## src/rtl/cfg_chain_loader_pkg.sv

```systemverilog
// Shared types and sizing helpers for the configuration scan-chain loader.
package cfg_chain_loader_pkg;

  // Bitstream word width and the bit-index width needed to walk one word.
  localparam int WORD_W = 32;
  localparam int IDX_W  = 5;

  // Loader state encodings.
  typedef enum logic [1:0] {
    ST_IDLE   = 2'd0,
    ST_LOAD   = 2'd1,
    ST_VERIFY = 2'd2,
    ST_DONE   = 2'd3
  } state_e;

  // Number of bitstream words needed to cover a chain of len flops.
  function automatic int words_for(input int len);
    return (len + WORD_W - 1) / WORD_W;
  endfunction

  // Number of leading bits of the final word that reach the chain.
  function automatic int last_bits(input int len);
    return ((len % WORD_W) != 0) ? (len % WORD_W) : WORD_W;
  endfunction

endpackage

```

## src/rtl/cfg_chain_loader_serializer.sv

```systemverilog
// Word-to-bit serializer: one word buffer shifted MSB first at one bit per cycle,
// refilled in the same cycle its last valid bit leaves so the chain never idles
// while the source keeps up.
module cfg_chain_loader_serializer
  import cfg_chain_loader_pkg::*;
(
  input  logic              clk,
  input  logic              rst,
  input  logic              i_enable,  // pass active and more words still wanted
  input  logic              i_flush,   // drop whatever the buffer holds
  input  logic              i_last,    // the final bit of the pass shifts this cycle
  input  logic [WORD_W-1:0] i_data,
  input  logic              i_valid,
  output logic              o_ready,
  output logic              o_bit,
  output logic              o_en
);

  logic [WORD_W-1:0] r_buf;
  logic              r_full;
  logic [IDX_W-1:0]  r_idx;

  logic w_word_end;
  logic w_accept;

  // The buffer empties after its 32nd bit, or early when the pass is over
  // (the unused low bits of the final word are simply discarded).
  assign w_word_end = r_full & ((r_idx == IDX_W'(WORD_W - 1)) | i_last);
  assign o_ready    = i_enable & (~r_full | w_word_end);
  assign w_accept   = o_ready & i_valid;

  // Chain-facing outputs come straight from the buffer registers.
  assign o_en  = r_full;
  assign o_bit = r_full & r_buf[WORD_W-1];

  // Buffer load, shift and drain.
  always_ff @(posedge clk) begin
    if (rst) begin
      r_buf  <= {WORD_W{1'b0}};
      r_full <= 1'b0;
      r_idx  <= {IDX_W{1'b0}};
    end else if (i_flush) begin
      r_buf  <= {WORD_W{1'b0}};
      r_full <= 1'b0;
      r_idx  <= {IDX_W{1'b0}};
    end else if (w_accept) begin
      r_buf  <= i_data;
      r_full <= 1'b1;
      r_idx  <= {IDX_W{1'b0}};
    end else if (w_word_end) begin
      r_buf  <= {WORD_W{1'b0}};
      r_full <= 1'b0;
      r_idx  <= {IDX_W{1'b0}};
    end else if (r_full) begin
      r_buf  <= {r_buf[WORD_W-2:0], 1'b0};
      r_full <= 1'b1;
      r_idx  <= r_idx + IDX_W'(1);
    end else begin
      r_buf  <= r_buf;
      r_full <= r_full;
      r_idx  <= r_idx;
    end
  end

endmodule

```

## src/rtl/cfg_chain_loader.sv

```systemverilog
// Host-side driver for the fabric configuration scan chain. Streams a word-based
// bitstream serially into the chain and optionally re-streams it while comparing
// the bits returning from the chain tail.
module cfg_chain_loader
  import cfg_chain_loader_pkg::*;
#(
  parameter int CHAIN_LEN = 1376,
  parameter int CNT_W     = 16
) (
  input  logic              prog_clk,
  input  logic              rst,
  input  logic              start,
  input  logic              verify_en,
  input  logic              abort,
  input  logic [WORD_W-1:0] s_data,
  input  logic              s_valid,
  output logic              s_ready,
  output logic              prog_in,
  output logic              prog_en,
  input  logic              prog_out,
  output logic              busy,
  output logic              done,
  output logic              err,
  output logic [CNT_W-1:0]  mismatch_cnt
);

  localparam int WORDS = words_for(CHAIN_LEN);

  state_e           r_state;
  state_e           w_state_nxt;
  logic             r_verify;
  logic [CNT_W-1:0] r_bit_cnt;
  logic [CNT_W-1:0] r_word_cnt;
  logic             r_err;
  logic [CNT_W-1:0] r_mm_cnt;

  logic w_active;
  logic w_start_ok;
  logic w_abort;
  logic w_last;
  logic w_enable;
  logic w_accept;
  logic w_mis;

  assign w_active   = (r_state == ST_LOAD) | (r_state == ST_VERIFY);
  assign w_start_ok = (r_state == ST_IDLE) & start;
  assign w_abort    = w_active & abort;
  // Pass ends on the cycle the CHAIN_LEN-th bit shifts into the chain.
  assign w_last     = w_active & prog_en & (r_bit_cnt == CNT_W'(CHAIN_LEN - 1));
  // Words are only requested while the pass still needs them; an abort
  // withholds ready so no word is silently swallowed.
  assign w_enable   = w_active & ~abort & (r_word_cnt < CNT_W'(WORDS));
  assign w_accept   = s_valid & s_ready;
  assign w_mis      = (r_state == ST_VERIFY) & prog_en & (prog_out != prog_in);

  cfg_chain_loader_serializer u_ser (
    .clk      (prog_clk),
    .rst      (rst),
    .i_enable (w_enable),
    .i_flush  (w_abort),
    .i_last   (w_last),
    .i_data   (s_data),
    .i_valid  (s_valid),
    .o_ready  (s_ready),
    .o_bit    (prog_in),
    .o_en     (prog_en)
  );

  assign busy         = w_active;
  assign done         = (r_state == ST_DONE);
  assign err          = r_err;
  assign mismatch_cnt = r_mm_cnt;

  // State register.
  always_ff @(posedge prog_clk) begin
    if (rst) begin
      r_state <= ST_IDLE;
    end else begin
      r_state <= w_state_nxt;
    end
  end

  // Next-state logic; abort takes priority over a pass finishing.
  always_comb begin
    w_state_nxt = r_state;
    case (r_state)
      ST_IDLE: begin
        if (start) w_state_nxt = ST_LOAD;
        else       w_state_nxt = ST_IDLE;
      end
      ST_LOAD: begin
        if (abort)       w_state_nxt = ST_IDLE;
        else if (w_last) w_state_nxt = r_verify ? ST_VERIFY : ST_DONE;
        else             w_state_nxt = ST_LOAD;
      end
      ST_VERIFY: begin
        if (abort)       w_state_nxt = ST_IDLE;
        else if (w_last) w_state_nxt = ST_DONE;
        else             w_state_nxt = ST_VERIFY;
      end
      ST_DONE: w_state_nxt = ST_IDLE;
      default: w_state_nxt = ST_IDLE;
    endcase
  end

  // Capture whether this load is followed by a verify pass.
  always_ff @(posedge prog_clk) begin
    if (rst) begin
      r_verify <= 1'b0;
    end else if (w_start_ok) begin
      r_verify <= verify_en;
    end else begin
      r_verify <= r_verify;
    end
  end

  // Per-pass bit and word counters; both restart at zero for every pass.
  always_ff @(posedge prog_clk) begin
    if (rst) begin
      r_bit_cnt  <= {CNT_W{1'b0}};
      r_word_cnt <= {CNT_W{1'b0}};
    end else if (!w_active || w_last || abort) begin
      r_bit_cnt  <= {CNT_W{1'b0}};
      r_word_cnt <= {CNT_W{1'b0}};
    end else begin
      r_bit_cnt  <= prog_en  ? (r_bit_cnt + CNT_W'(1))  : r_bit_cnt;
      r_word_cnt <= w_accept ? (r_word_cnt + CNT_W'(1)) : r_word_cnt;
    end
  end

  // Sticky error and saturating mismatch count, both cleared by an accepted start.
  always_ff @(posedge prog_clk) begin
    if (rst) begin
      r_err    <= 1'b0;
      r_mm_cnt <= {CNT_W{1'b0}};
    end else if (w_start_ok) begin
      r_err    <= 1'b0;
      r_mm_cnt <= {CNT_W{1'b0}};
    end else begin
      r_err    <= r_err | w_abort | w_mis;
      r_mm_cnt <= (w_mis && (r_mm_cnt != {CNT_W{1'b1}})) ? (r_mm_cnt + CNT_W'(1)) : r_mm_cnt;
    end
  end

endmodule

```

## config.mk

```make
export PLATFORM = sky130hd
export DESIGN_NAME = cfg_chain_loader
export DESIGN_NICKNAME = d
export VERILOG_FILES = /design/src/rtl/cfg_chain_loader_pkg.sv /design/src/rtl/cfg_chain_loader_serializer.sv /design/src/rtl/cfg_chain_loader.sv
export SDC_FILE = /design/constraint.sdc
export NUM_CORES = 1
export LEC_CHECK = 0
export CORE_ASPECT_RATIO = 1.5
export CORE_MARGIN = 2
export CORE_UTILIZATION = 30
export DETAILED_ROUTE_END_ITERATION = 10
export MAX_ROUTING_LAYER = met4
export PLACE_DENSITY_LB_ADDON = 0.2
export SLEW_MARGIN = 20
export SYNTH_ARGS = -nofsm -noshare
export SYNTH_HDL_FRONTEND = slang
export SYNTH_HIERARCHICAL = 1
export SYNTH_SLANG_ARGS = --single-unit
```

## constraint.sdc

```tcl
create_clock -name prog_clk -period 4.3 [get_ports prog_clk]
set_input_delay 0.645 -clock prog_clk [delete_from_list [all_inputs] [get_ports prog_clk]]
set_output_delay 0.645 -clock prog_clk [all_outputs]
set_load 0.05 [all_outputs]
```

# --- After elaboration in Yosys (flattened, before gate mapping) ---
# Cells that the tools add are included.
word_totals:
  ff_bits: 90
  in_bits: 39
  out_inout_bits: 22
classes:
  add_sub_neg: 4
  order_cmp: 1
  n_eq_ne: 7
  mux: 13
  n_bitwise: 19
  n_reduce_logical: 10
ops:
  columns: ["operator", "n"]
  rows:
  - ["32-bit 2-to-1 mux", 3]
  - ["16-bit by 1-bit adder with 16-bit output (second input constant)", 3]
  - ["16-bit by 11-bit equality test with 1-bit output (second input constant)", 1]
  - ["16-bit by 6-bit less-than comparator with 1-bit output (second input constant)", 1]
  - ["16-bit != test (second input constant)", 1]
  - ["1-bit bitwise AND", 12]
  - ["2-bit one-hot mux with 4 select lines", 1]
  - ["1-bit 2-to-1 mux", 6]
  - ["2-bit 2-to-1 mux", 3]
  - ["2-bit OR reduction", 3]
  - ["5-bit by 1-bit adder with 5-bit output (second input constant)", 1]
  - ["5-bit equality test (second input constant)", 1]
  - ["1-bit bitwise OR", 5]
  - ["2-bit equality test (second input constant)", 2]
  - ["4-bit OR reduction", 1]
  - ["3-bit nonzero test", 1]
  - ["2-bit by 1-bit equality test with 1-bit output (second input constant)", 1]
  - ["2-bit zero test", 1]
  - ["1-bit logical OR", 2]
  - ["1-bit NOT", 2]
  - ["1-bit logical AND", 1]
  - ["1-bit zero test", 1]
  - ["1-bit != test", 1]

# --- Longest topological paths before layout ---
logic_depth:
  ltp_word: 10
  ltp_mapped: 14
  mapped_depth_nobuf: 11

# --- Modules after synthesis ---
# The synthesis kept the hierarchy.
by_module_without_submodules:
  columns: ["module", "instances", "cells_each", "area_each_um2"]
  rows:
  - ["cfg_chain_loader", 1, 308, 2637.5]
  - ["cfg_chain_loader_serializer", 1, 179, 1594.0]

# --- Worst setup path before layout ---
# OpenSTA, ideal clock, no wires.
synth_timing:
  path_type: "reg2reg"
  start: "register r_state[0]"
  end: "register r_word_cnt[12]"
  setup_time_ns: 0.070
  arrival_time_ns: 4.128
  t_required_ns: 4.230
  setup_slack_ns: 0.102
  path_stages_with_launch: 15
  period_less_slack_ns: 4.198
  cell_sequence: "dfxtp_1 > inv_1 > ha_1 > nor4b_1 > nand3_1 > nor2_1 > or3b_1 > buf_6 > clkbuf_1 > and2_1 > and4_1 > clkbuf_1 > nand2_1 > or4b_2 > a21oi_1"
synth_between:
  elab_chain_cells: 9
  elab_cells_between_ends: 16
  cone_classes: "2 x eq/ne; 10 x bitwise; 4 x reduce/logical"
synth_lines:
  columns: ["item", "line", "text"]
  rows:
  - ["start: declaration", "cfg_chain_loader.sv:29", "state_e r_state;"]
  - ["start signal: assignment", "cfg_chain_loader.sv:79", "r_state <= w_state_nxt;"]
  - ["2-bit by 1-bit equality test with 1-bit output / 2-bit equality test (equally long branches)", "cfg_chain_loader.sv:45", "assign w_active = (r_state == ST_LOAD) | (r_state == ST_VERIFY);"]
  - ["1-bit bitwise OR (*)", "cfg_chain_loader.sv:45", null]
  - ["net busy", "cfg_chain_loader.sv:21", "output logic busy,"]
  - ["1-bit bitwise AND (*) (2 in series)", "cfg_chain_loader.sv:49", "assign w_last = w_active & prog_en & (r_bit_cnt == CNT_W'(CHAIN_LEN - 1));"]
  - ["net w_last", "cfg_chain_loader.sv:40", "logic w_last;"]
  - ["1-bit bitwise OR (*)", "cfg_chain_loader_serializer.sv:28", "assign w_word_end = r_full & ((r_idx == IDX_W'(WORD_W - 1)) | i_last);"]
  - ["1-bit bitwise AND (*)", "cfg_chain_loader_serializer.sv:28", null]
  - ["1-bit bitwise OR (*)", "cfg_chain_loader_serializer.sv:29", "assign o_ready = i_enable & (~r_full | w_word_end);"]
  - ["1-bit bitwise AND (*)", "cfg_chain_loader_serializer.sv:29", null]
  - ["net s_ready", "cfg_chain_loader.sv:17", "output logic s_ready,"]
  - ["1-bit bitwise AND (*)", "cfg_chain_loader.sv:53", "assign w_accept = s_valid & s_ready;"]
  - ["end signal: assignment", "cfg_chain_loader.sv:121", "r_word_cnt <= {CNT_W{1'b0}};"]
  - ["end signal: assignment", "cfg_chain_loader.sv:124", "r_word_cnt <= {CNT_W{1'b0}};"]
  - ["end signal: assignment", "cfg_chain_loader.sv:127", "r_word_cnt <= w_accept ? (r_word_cnt + CNT_W'(1)) : r_word_cnt;"]
  - ["end: declaration", "cfg_chain_loader.sv:33", "logic [CNT_W-1:0] r_word_cnt;"]
# The timed path passes the listed nets; every way through them passes the cells marked *.
# A chain may end at the register's enable or synchronous reset.

# --- Worst setup path after layout ---
layout_timing:
  start: "register r_state[0]"
  end: "register r_word_cnt[12]"
layout_between:
  elab_chain_cells: 9
  elab_cells_between_ends: 16
  cone_classes: "2 x eq/ne; 10 x bitwise; 4 x reduce/logical"
layout_lines:
  columns: ["item", "line"]
  rows:
  - ["2-bit by 1-bit equality test with 1-bit output / 2-bit equality test (equally long branches)", "cfg_chain_loader.sv:45"]
  - ["1-bit bitwise OR (*)", "cfg_chain_loader.sv:45"]
  - ["1-bit bitwise AND (*) (2 in series)", "cfg_chain_loader.sv:49"]
  - ["net w_last", "cfg_chain_loader.sv:40"]
  - ["1-bit bitwise OR", "cfg_chain_loader_serializer.sv:28"]
  - ["1-bit bitwise AND", "cfg_chain_loader_serializer.sv:28"]
  - ["1-bit bitwise OR", "cfg_chain_loader_serializer.sv:29"]
  - ["1-bit bitwise AND", "cfg_chain_loader_serializer.sv:29"]
  - ["1-bit bitwise AND", "cfg_chain_loader.sv:53"]
# Marks and branches as above.

==> summary.md <==
| Metric | Value |
|---|---|
| Post-CTS setup buffers | `0` |
| Type of the worst min-delay path | `flop to flop` |
| Hold Crit Start | `r_verify` |
| Max_slew headroom | `31.76%` |
| P&R area growth vs syn | `24.13%` |
| Clock slew at reported path FFs | `70 ps` |
| Peak fanout along the critical path | `7` |
| Port bufs | `60` |
| Full die area | `15090 um^2` |
| Met2 wire len | `5.466 mm` |
| Vias in the first global route | `3731` |
| Yosys reg bits | `90` |
| Placed cell areas | `4969 um^2` |
| Hold buffer count at CTS | `0` |
| Gr usage total | `14.91%` |
| DR pass1 iterations | `4` |
| Inserted Diodes | `0` |
| Via count | `3870` |
| CP arrival | `3780 ps` |
| Async SR Flop Fraction | `0%` |
| Reg2reg setup slack | `800 ps` |
| DRC | `0` |
| Drt initial violations | `152` |
| Global route overflow | `0` |
| Die Ht | `149.5 um` |
| Antenna violations before repair | `0` |
| YS warnings | `6` |
| Placement row count | `53` |
| Clock root buffer master | `clkbuf_16` |
| Total power | `1.704 mW` |
| Lkg Pwr | `1.645 nW` |
| Via density | `5.513` |
| PostCTS Resize Cnt | `0` |
| GPL Wtd Cong | `0.7614` |
| WL met3 | `381 um` |
| WHS Endpoint | `r_verify` |
| R2r endpoint | `r_word_cnt[12]` |
| Final net count | `581` |
| Max VDD drop | `0.1734 mV` |
| Area leader, netlist | `dfxtp_1` |
| RSZ-0062 raised after global routing | `false` |
| Post-route cell area | `5253 um^2` |
| Clock skew | `5.472 ps` |
| Per-cell routed wire length | `14.81 um` |
| Synth top area cells | `dfxtp_1 43%, a21oi_1 6.5%, nand3_1 5.9%, a22oi_1 5.5%, xor2_1 3.7%` |
| Max-cap check violation count | `0` |
| Hold slack | `478.2 ps` |
| Max frequency | `285.6 MHz` |
| Cells on worst reg2reg path | `11` |
| Least-Margin Pin Slew | `1024 ps` |
| Post-Syn Area | `4232 um^2` |
| Worst setup EP type | `flop` |
| Power per standard cell area | `324.5 nW/um^2` |
| Htree depth | `3` |
| Deepest clock path buffer count | `2` |
| # IOs | `61` |
| Seq/Total Area, Yosys | `42.58%` |
| CTS Buf Count | `9` |
| R2R Path Start | `r_state[0]` |
| Largest net degree at the start of global routing | `36` |
| Final setup fails | `0` |
| First-pass GRT wire length | `17.43 mm` |
| Met1 WL | `4.316 mm` |
| Yosys top cell area share | `42.58%` |
| Post-synth cell types | `56` |
| Tcrit/Tclk final | `81.44%` |
| Fin Setup TNS | `0 ps` |
| Clock Latency Late Sink | `340 ps` |
| Synth Instances | `487` |
| Detail Route Antenna Nets | `0` |
| Clock sink count | `90` |
| Post-synth EDFFs | `0` |
| Die Width | `101.0 um` |
| Hold Violations, Final | `0` |
| Worst endpoint required time | `4580 ps` |
| Top layer in use | `met4` |
| WHS Path Cells | `2` |
| Detail Placement HPWL | `7.168 mm` |
| Critical Path Source Type | `flop` |
| Starting Density | `30.39%` |
| Layout cells sized above 1 | `7.449%` |
| Crit path kind | `flop to flop` |
| Final Critical Period | `3502 ps` |
| Synthesized Nets | `536` |
| Status | `finished clean` |
| Post-Route WL | `10.40 mm` |
| Max-slew violation count | `0` |
| Filler cells | `1467` |
| CTS tree | `yes` |
| Mean post-synth cell area | `8.689 um^2` |
| Placeable Area | `13930 um^2` |
| Primary FF master, synth | `dfxtp_1` |
==> metal layers <==
metal	GRT usage (%)	vias up
li1	-	1915
met1	16.08	1860
met2	26.10	78
met3	2.335	17
met4	7.703	0
met5	-	-
==> kinds of logic (layout without fill, tap and decap cells) <==
logic type	count (synthesis)	in the layout	synth area share, %
fa+ha+maj	10	10	2.957
buf+inv	40	90	3.962
compound gates	125	125	18.95
flops	90	90	42.58
mux	7	7	1.685
simple gates	192	192	25.10
xor+xnor	23	23	4.760
==> power breakdown <==
group          total (mW)  internal (mW)  switching (mW)
Clock               0.740          0.396           0.344
Sequential          0.848          0.842         0.00652
Combinational       0.116         0.0541          0.0618
==> critical path, stage by stage (launching register included) <==
cell	delay, ps
dfxtp_1	360
inv_1	90
ha_1	370
nor4b_1	250
nand3_1	180
nor2_1	330
or3b_1	190
and2_1	300
and4_1	390
nand2_1	170
or4b_2	650
a21oi_1	150
==> how the worst max path moves through the flow <==
| stage | from | end | cells past startpoint |
|---|---|---|---|
| after floorplan | r_state[0] | r_word_cnt[12] | 14 |
| after global placement | abort | r_word_cnt[12] | 9 |
| after detailed placement | abort | r_word_cnt[12] | 9 |
| after CTS | r_state[0] | r_word_cnt[12] | 11 |
| after global routing | r_state[0] | r_word_cnt[12] | 11 |
| final | r_state[0] | r_word_cnt[12] | 11 |
==> sequential cells by signal, summed over array words and instances (netlist names) <==
register      count
r_verify          1
u_ser/o_en        1
u_ser/r_idx       5
mismatch_cnt     16
r_bit_cnt        16
r_word_cnt       16
r_state           2
u_ser/r_buf      32
err               1
==> cells in the mapped netlist (all sizes together), types with 2 or more instances <==
library cell   n
o311a          2
ha            10
dfxtp         90
or3            8
clkbuf        23
nand4         23
nand3         50
a21oi         55
or2            2
and3           3
o211ai         2
nor4           6
buf            8
o31ai          7
a31oi          2
xnor2          5
or4           10
mux2i          6
xor2          18
nor3           3
nand2b         5
nand2         24
o21ai         11
a22oi         31
and2           7
and4           8
a41o           3
inv            9
nor2          34
nor4b          4
==> cell usage in the layout (no fill, tap or decap), drive strengths merged, types with 2 or more instances in the layout <==
cell and instances:
o31ai 7, nand3 50, a41o 3, and2 7, nand4 23, and4 8, clkbuf 9, o211ai 2
nand2 24, xor2 18, xnor2 5, a21oi 55, nor4b 4, o21ai 11, or2 2, and3 3
a22oi 31, nor4 6, mux2i 6, o311a 2, inv 11, buf 6, ha 10, nor2 34
or4 10, nor3 3, or3 8, clkinv 4, a31oi 2, nand2b 5, dfxtp 90, clkdlybuf4s50 59
==> per-stage QoR <==
stage          utilization (%)  worst slack (ps)  instances
5_1_grt                  37.72             491.3        702
3_5_place_dp             35.68             673.6        686
2_1_floorplan                -             101.9        487
4_1_cts                  37.67             797.3        702
6_report                 37.72             798.0        702
3_3_place_gp             35.63             714.4        686
==> layout make-up <==
| cell class | count | area, um^2 | share of cell area, % |
|---|---|---|---|
| clock buffers | 9 | 225.2 | 4.288 |
| well taps | 165 | 206.4 | 3.930 |
| multi-input cells | 357 | 2285 | 43.50 |
| repair buffers | 65 | 648.1 | 12.34 |
| clock inverters | 7 | 52.55 | 1.000 |
| flip-flops and latches | 90 | 1802 | 34.30 |
| inverters | 9 | 33.78 | 0.6432 |
(Power assumes the default switching activity.)
